==> src/rtl/uart_pkg.sv <==
// Shared definitions for the UART TX serializer path.
//   ser_state_t   : serializer FSM states (IDLE, ACTIVE)
//   SER_MAX_WIDTH : widest word any serializer instance may carry
//   clog2()       : ceiling log2 for flows without $clog2
package uart_pkg;

    typedef enum logic {
        IDLE   = 1'b0,
        ACTIVE = 1'b1
    } ser_state_t;

    localparam int SER_MAX_WIDTH = 32;

    function automatic int clog2(input int value);
        int result;
        result = 0;
        for (int v = value - 1; v > 0; v = v >> 1) begin
            result = result + 1;
        end
        return result;
    endfunction

endpackage

==> src/rtl/param_serializer.sv <==
// Parallel-to-serial converter for the UART TX path.
// Captures a DATA_WIDTH-bit word and shifts it out one bit per ser_en strobe,
// LSB- or MSB-first (chosen per word). Supports back-to-back words.
// Ports:
//   CLK        : clock, rising edge
//   RST        : asynchronous active-high reset
//   P_DATA     : parallel word, captured on an accepted load
//   Data_Valid : load request; accepted when Data_Valid && ser_ready
//   msb_first  : bit order captured with P_DATA (1 = MSB first)
//   ser_en     : advance strobe, one bit per cycle while high
//   ser_data   : current serial bit (registered)
//   ser_done   : high while the final bit is on ser_data (registered)
//   ser_busy   : high while ACTIVE (registered)
//   ser_ready  : combinational load-accept indication
module param_serializer
    import uart_pkg::*;
#(
    parameter int   DATA_WIDTH = 8,
    parameter logic IDLE_VAL   = 1'b0
) (
    input  logic                  CLK,
    input  logic                  RST,
    input  logic [DATA_WIDTH-1:0] P_DATA,
    input  logic                  Data_Valid,
    input  logic                  msb_first,
    input  logic                  ser_en,
    output logic                  ser_data,
    output logic                  ser_done,
    output logic                  ser_busy,
    output logic                  ser_ready
);

    localparam int CNT_W = $clog2(DATA_WIDTH);
    // Compare against DATA_WIDTH-1 explicitly so non-power-of-two widths
    // stop at the right index instead of the counter's all-ones value.
    localparam logic [CNT_W-1:0] LAST_IDX = CNT_W'(DATA_WIDTH - 1);

    ser_state_t            state_q;
    logic [DATA_WIDTH-1:0] shreg_q;
    logic [CNT_W-1:0]      cnt_q;
    logic                  msb_q;
    logic                  data_q;
    logic                  done_q;
    logic                  busy_q;

    logic                  last_bit;
    logic                  first_bit_d;
    logic [DATA_WIDTH-1:0] shreg_d;
    logic                  next_bit_d;
    logic [CNT_W-1:0]      cnt_d;

    assign last_bit    = (cnt_q == LAST_IDX);
    assign first_bit_d = msb_first ? P_DATA[DATA_WIDTH-1] : P_DATA[0];
    // The output end is bit DATA_WIDTH-1 for MSB-first words, bit 0 otherwise.
    assign shreg_d     = msb_q ? (shreg_q << 1) : (shreg_q >> 1);
    assign next_bit_d  = msb_q ? shreg_d[DATA_WIDTH-1] : shreg_d[0];
    assign cnt_d       = cnt_q + 1'b1;

    // Ready while idle, or in the cycle the last bit is being consumed so the
    // next word can be loaded without an idle gap.
    assign ser_ready = (state_q == IDLE) ||
                       ((state_q == ACTIVE) && last_bit && ser_en);

    always_ff @(posedge CLK or posedge RST) begin
        if (RST) begin
            state_q <= IDLE;
            shreg_q <= '0;
            cnt_q   <= '0;
            msb_q   <= 1'b0;
            data_q  <= IDLE_VAL;
            done_q  <= 1'b0;
            busy_q  <= 1'b0;
        end else begin
            case (state_q)
                IDLE: begin
                    if (Data_Valid) begin
                        state_q <= ACTIVE;
                        shreg_q <= P_DATA;
                        msb_q   <= msb_first;
                        cnt_q   <= '0;
                        data_q  <= first_bit_d;
                        done_q  <= 1'b0;
                        busy_q  <= 1'b1;
                    end
                end
                ACTIVE: begin
                    if (ser_en) begin
                        if (!last_bit) begin
                            cnt_q   <= cnt_d;
                            shreg_q <= shreg_d;
                            data_q  <= next_bit_d;
                            done_q  <= (cnt_d == LAST_IDX);
                        end else if (Data_Valid) begin
                            // Back-to-back reload without leaving ACTIVE.
                            shreg_q <= P_DATA;
                            msb_q   <= msb_first;
                            cnt_q   <= '0;
                            data_q  <= first_bit_d;
                            done_q  <= 1'b0;
                        end else begin
                            state_q <= IDLE;
                            cnt_q   <= '0;
                            data_q  <= IDLE_VAL;
                            done_q  <= 1'b0;
                            busy_q  <= 1'b0;
                        end
                    end
                end
                default: begin
                    state_q <= IDLE;
                    data_q  <= IDLE_VAL;
                    done_q  <= 1'b0;
                    busy_q  <= 1'b0;
                end
            endcase
        end
    end

    assign ser_data = data_q;
    assign ser_done = done_q;
    assign ser_busy = busy_q;

endmodule
==> config.mk <==
export PLATFORM = sky130hd
export DESIGN_NAME = param_serializer
export DESIGN_NICKNAME = d
export VERILOG_FILES = /design/src/rtl/uart_pkg.sv /design/src/rtl/param_serializer.sv
export SDC_FILE = /design/constraint.sdc
export NUM_CORES = 1
export LEC_CHECK = 0
export BUFFER_PORTS_ARGS = -buffer_cell sky130_fd_sc_hd__buf_2
export CAP_MARGIN = 20
export CELL_PAD_IN_SITES_DETAIL_PLACEMENT = 0
export CELL_PAD_IN_SITES_GLOBAL_PLACEMENT = 1
export CORE_MARGIN = 4
export CORE_UTILIZATION = 40
export DETAILED_ROUTE_END_ITERATION = 7
export HOLD_SLACK_MARGIN = 0.03
export PLACE_DENSITY = 0.85
export SETUP_SLACK_MARGIN = 0.4
export SLEW_MARGIN = 20
export SYNTH_ARGS = -nofsm -noshare
export SYNTH_HDL_FRONTEND = slang
export SYNTH_SLANG_ARGS = --single-unit
==> constraint.sdc <==
create_clock -name CLK -period 3.87 [get_ports CLK]
set_clock_uncertainty 0.1 [all_clocks]
set_input_delay 0.774 -clock CLK [delete_from_list [all_inputs] [get_ports CLK]]
set_output_delay 0.774 -clock CLK [all_outputs]
set_load 0.05 [all_outputs]
# Word-level counts from Yosys, hierarchy flattened
# Cells that the tools add are included.
# word_totals
regBits	16
wordCells	54
out_inout_bits	4
in_bits	13
# op_classes
addsub	1
reduce_logical	6
mux	33
n_bitwise	1
eq_ne	6
# ops
operator	n
$mux 8	4
$mux 1	19
$pmux 8 s2	1
$pmux 1 s2	5
$mux 3	3
$eq 3x3->1 const B	2
$ne 2x2->1 const B	3
$pmux 3 s2	1
$reduce_and 2->1	2
$reduce_and 4->1	1
$add 3x1->3 const B	1
$logic_and 1x1->1	2
$ne 2x1->1 const B	1
$logic_or 1x1->1	1
$not 1->1	1

# Logic depth before layout (Yosys ltp)
# logic_depth
depth_word	5
depth_mapped	7

# Least setup slack after synthesis
# Ideal clock, no wire load.
# synth_timing
path_type	input port to output port
from	in ser_en
to	out ser_ready
arrival_time_ns	1.265
path_slack_ns	1.731
path_buffers	1
stages	3
path_cell_list	buf_6 -> nand2_1 -> nand2_1
# synth_via
elab_chain_len	2
# synth_lines
item	line_no	source
start, declared	param_serializer.sv:26	input logic ser_en,
$logic_and 1x1->1	param_serializer.sv:62	((state_q == ACTIVE) && last_bit && ser_en);
$logic_or 1x1->1	param_serializer.sv:61	assign ser_ready = (state_q == IDLE) ||
end, declared	param_serializer.sv:30	output logic ser_ready
# No other way between the ends.

# Worst setup path in the final report
# layout_timing
from	reg cnt_q[0]
to	out ser_ready
# layout_via
elab_chain_len	4
# layout_lines
item	line_no	source
start, declared	param_serializer.sv:40	logic [CNT_W-1:0] cnt_q;
start signal, assigned	param_serializer.sv:89	cnt_q <= cnt_d;
$eq 3x3->1	param_serializer.sv:52	assign last_bit = (cnt_q == LAST_IDX);
$logic_and 1x1->1 (2 in series)	param_serializer.sv:62	
$logic_or 1x1->1	param_serializer.sv:61	
# No other way between the ends.

==> flow_summary.yaml <==
drt:
  wl_um: 2030
  wl_met2_um: 997
  dr_wl_met3_um: 109
  antenna_left: 0
  drc: 0
  vias_per_cell: 5.49
  wl_per_cell_um: 14.7
  top_layer_used: "met3"
  vias: 757
  wl_met1_um: 918
  drtPass1Iterations: 4
  dr.first_iter.drc_count: 17
layout:
  layout.nets: 128
  fillers: 225
  layout_common_cells: "dfrtp_1 (16), buf_2 (16), nand2_1 (10)"
  insertedDiodeCount: 0
  layout-drive-gt1-share_pct: 25.5
  synthToLayoutAreaGrowth_pct: 12.0
clock_network:
  clock_path_buffers: 2
  ctsRootBufferMaster: "clkbuf_4"
  cts_hold_buf: 0
  insertion_delay_ns: 0.29
  cts.clk_slew.worst_paths_ns: 0.09
  cts_made_buffers: 3
  clock_sinks: 16
  htree_levels: 1
  postCtsResizedCells: 0
  cts_setup_buffers: 0
  cts_tree: "done"
logic_synthesis:
  synth_seq_cells: 16
  syn-num-nets: 112
  yosysUniqueCellTypes: 24
  postSynthAreaPerCell_um2: 9.75
  synthCells: 95
  yosysWarnings: 0
  seq_area_frac_synth_pct: 43.2
  syn_area_um2: 926
die:
  fp.dieH_um: 56.1
  die_w_um: 56.1
  core_mm2: 0.00221
  die-area_mm2: 0.00315
  start_util_pct: 41.9
  ioPinCount: 17
  num_rows: 17
min_path:
  hold_path.class: "register to register"
global_route:
  grtUsageTotal_pct: 13.8
  overflow: 0
  grt_pass1_vias: 781
  grt_pass1_wl_um: 3510
  grt_antenna_before_repair: 0
  grt_max_degree: 17
power_and_ir_drop:
  switching_power_uw: 334
  switching_share_pct: 42.1
  irDropWorstVdd_mv: 0.371
  clkPwrFrac_pct: 14.2
  total_leakage_power_uw: 0.000484
  pwr-share-seq_pct: 40.1
  p_comb_share_pct: 45.7
  power.density_mw_per_mm2: 765
  intPower_uw: 459
worst_setup_path:
  critPathSlowestCell: "dfrtp_1"
  path_cells: "ha_1 > ha_1 > nand2_1 > nand2_1 > buf_2"
  slowest_delay_ns: 0.44
  crit_type: "register to output pin"
  required_ns: 3.00
  cp-start-kind: "register"
  path_max_fanout: 4
  endpoint_kind: "output pin"
  critPathArrivalTime_ns: 1.53
sta:
  fin_crit_sh_pct: 62.0
  tightest_slew_ns: 0.632
  setup_violations: 0
  finalHoldViolCount: 0
  fmax_mhz: 417
  slew_headroom_pct: 57.8
  setup_tns_ns: 0
  drv_slew: 0
  rsz0062_at_grt: "no"
  whs_ns: 0.383
  period_minus_slack_ns: 2.40
job:
  maxCapViolations: 0
placement:
  dp_hpwl_um: 1500
  port_buffers: 16
  gp_congestion: 0.752
status:
  status: "finished, final reports clean"
sequential cells by signal (all words and copies together), names as in the netlist:
register	count
ser_data	1
shreg_q	8
cnt_q	3
ser_busy	1
ser_done	1
msb_q	1
state_q	1
cell type report:
class | count | area, um^2 | area share, %
tap | 28 | 35.0 | 3.38
multi-input combinational | 68 | 463 | 44.6
timing repair buffer | 16 | 80.1 | 7.72
sequential | 16 | 400 | 38.6
clock buffer | 4 | 36.3 | 3.50
inverter | 6 | 22.5 | 2.17
worst max-delay path, delay by kind of cell (launching register included):
kind / cells / cell delay [ns]
adder cells (fa/ha/maj): 2 / 0.45
flip-flops: 1 / 0.44
buffers and inverters: 1 / 0.22
AND/OR/NAND/NOR: 2 / 0.13
cell usage after synthesis, drive strengths merged:
| cell | n | share of area (%) |
|---|---|---|
| a21boi | 1 | 2.0 |
| a21oi | 7 | 3.8 |
| a22oi | 1 | 0.81 |
| a31oi | 2 | 1.4 |
| a32o | 2 | 2.2 |
| a41oi | 1 | 0.95 |
| and2 | 1 | 0.81 |
| buf | 5 | 4.3 |
| dfrtp | 16 | 43 |
| ha | 4 | 5.4 |
| inv | 6 | 2.4 |
| mux2 | 5 | 6.1 |
| mux2i | 5 | 5.4 |
| nand2 | 10 | 4.1 |
| nand2b | 4 | 2.7 |
| nand3 | 3 | 1.6 |
| nor2 | 6 | 2.4 |
| nor2b | 1 | 0.68 |
| o21ai | 8 | 4.7 |
| o22ai | 6 | 4.1 |
| xnor2 | 1 | 0.95 |
through the flow:
step / util, % / cells / power (uW) / cell area [um^2] / setup WS [ns]
2_1_floorplan: - / 95 / 606 / 926 / 1.73
3_3_place_gp: 45.2 / 134 / 672 / 1000 / 1.65
4_1_cts: 46.9 / 138 / 799 / 1040 / 1.45
5_1_grt: 46.9 / 138 / 858 / 1040 / 1.36
3_5_place_dp: 45.2 / 134 / 683 / 1000 / 1.61
6_report: 46.9 / 138 / 793 / 1040 / 1.47
worst paths after layout:
path / slack [ns] / cells after the start / to / from
hold reg to reg: 0.38 / 2 / ser_done$_DFFE_PP0P_ / ser_done$_DFFE_PP0P_
min in group asynchronous: 0.45 / 2 / shreg_q[3]$_DFFE_PP0P_ / RST
hold / removal: 0.38 / 2 / ser_done$_DFFE_PP0P_ / ser_done$_DFFE_PP0P_
max in group asynchronous: 2.82 / 2 / cnt_q[2]$_DFFE_PP0P_ / RST
setup reg to reg: 1.87 / 6 / shreg_q[6]$_DFFE_PP0P_ / cnt_q[0]$_DFFE_PP0P_
setup / recovery: 1.47 / 5 / ser_ready / cnt_q[0]$_DFFE_PP0P_
power groups by stage:
stage,combinational [uW],clock [uW],sequential [uW]
global placement,357,0,315
finish,362,113,318
global route,404,126,328
CTS,366,117,316
detailed placement,363,0,319
floorplan,266,0,340
kinds of logic after synthesis:
| kind of cell | share of synthesized area (%) |
|---|---|
| simple gates | 12.3 |
| buf+inv | 6.76 |
| xor+xnor | 0.946 |
| mux | 11.5 |
| fa+ha+maj | 5.41 |
| compound gates | 19.9 |
| flops | 43.2 |
metal layers:
| metal | up-vias | GRT usage (%) |
|---|---|---|
| li1 | 371 | - |
| met1 | 371 | 17.0 |
| met2 | 15 | 23.2 |
| met3 | 0 | 5.34 |
| met4 | 0 | 2.03 |
| met5 | - | 0 |
No activity file was read; power rests on OpenSTA's default activity.
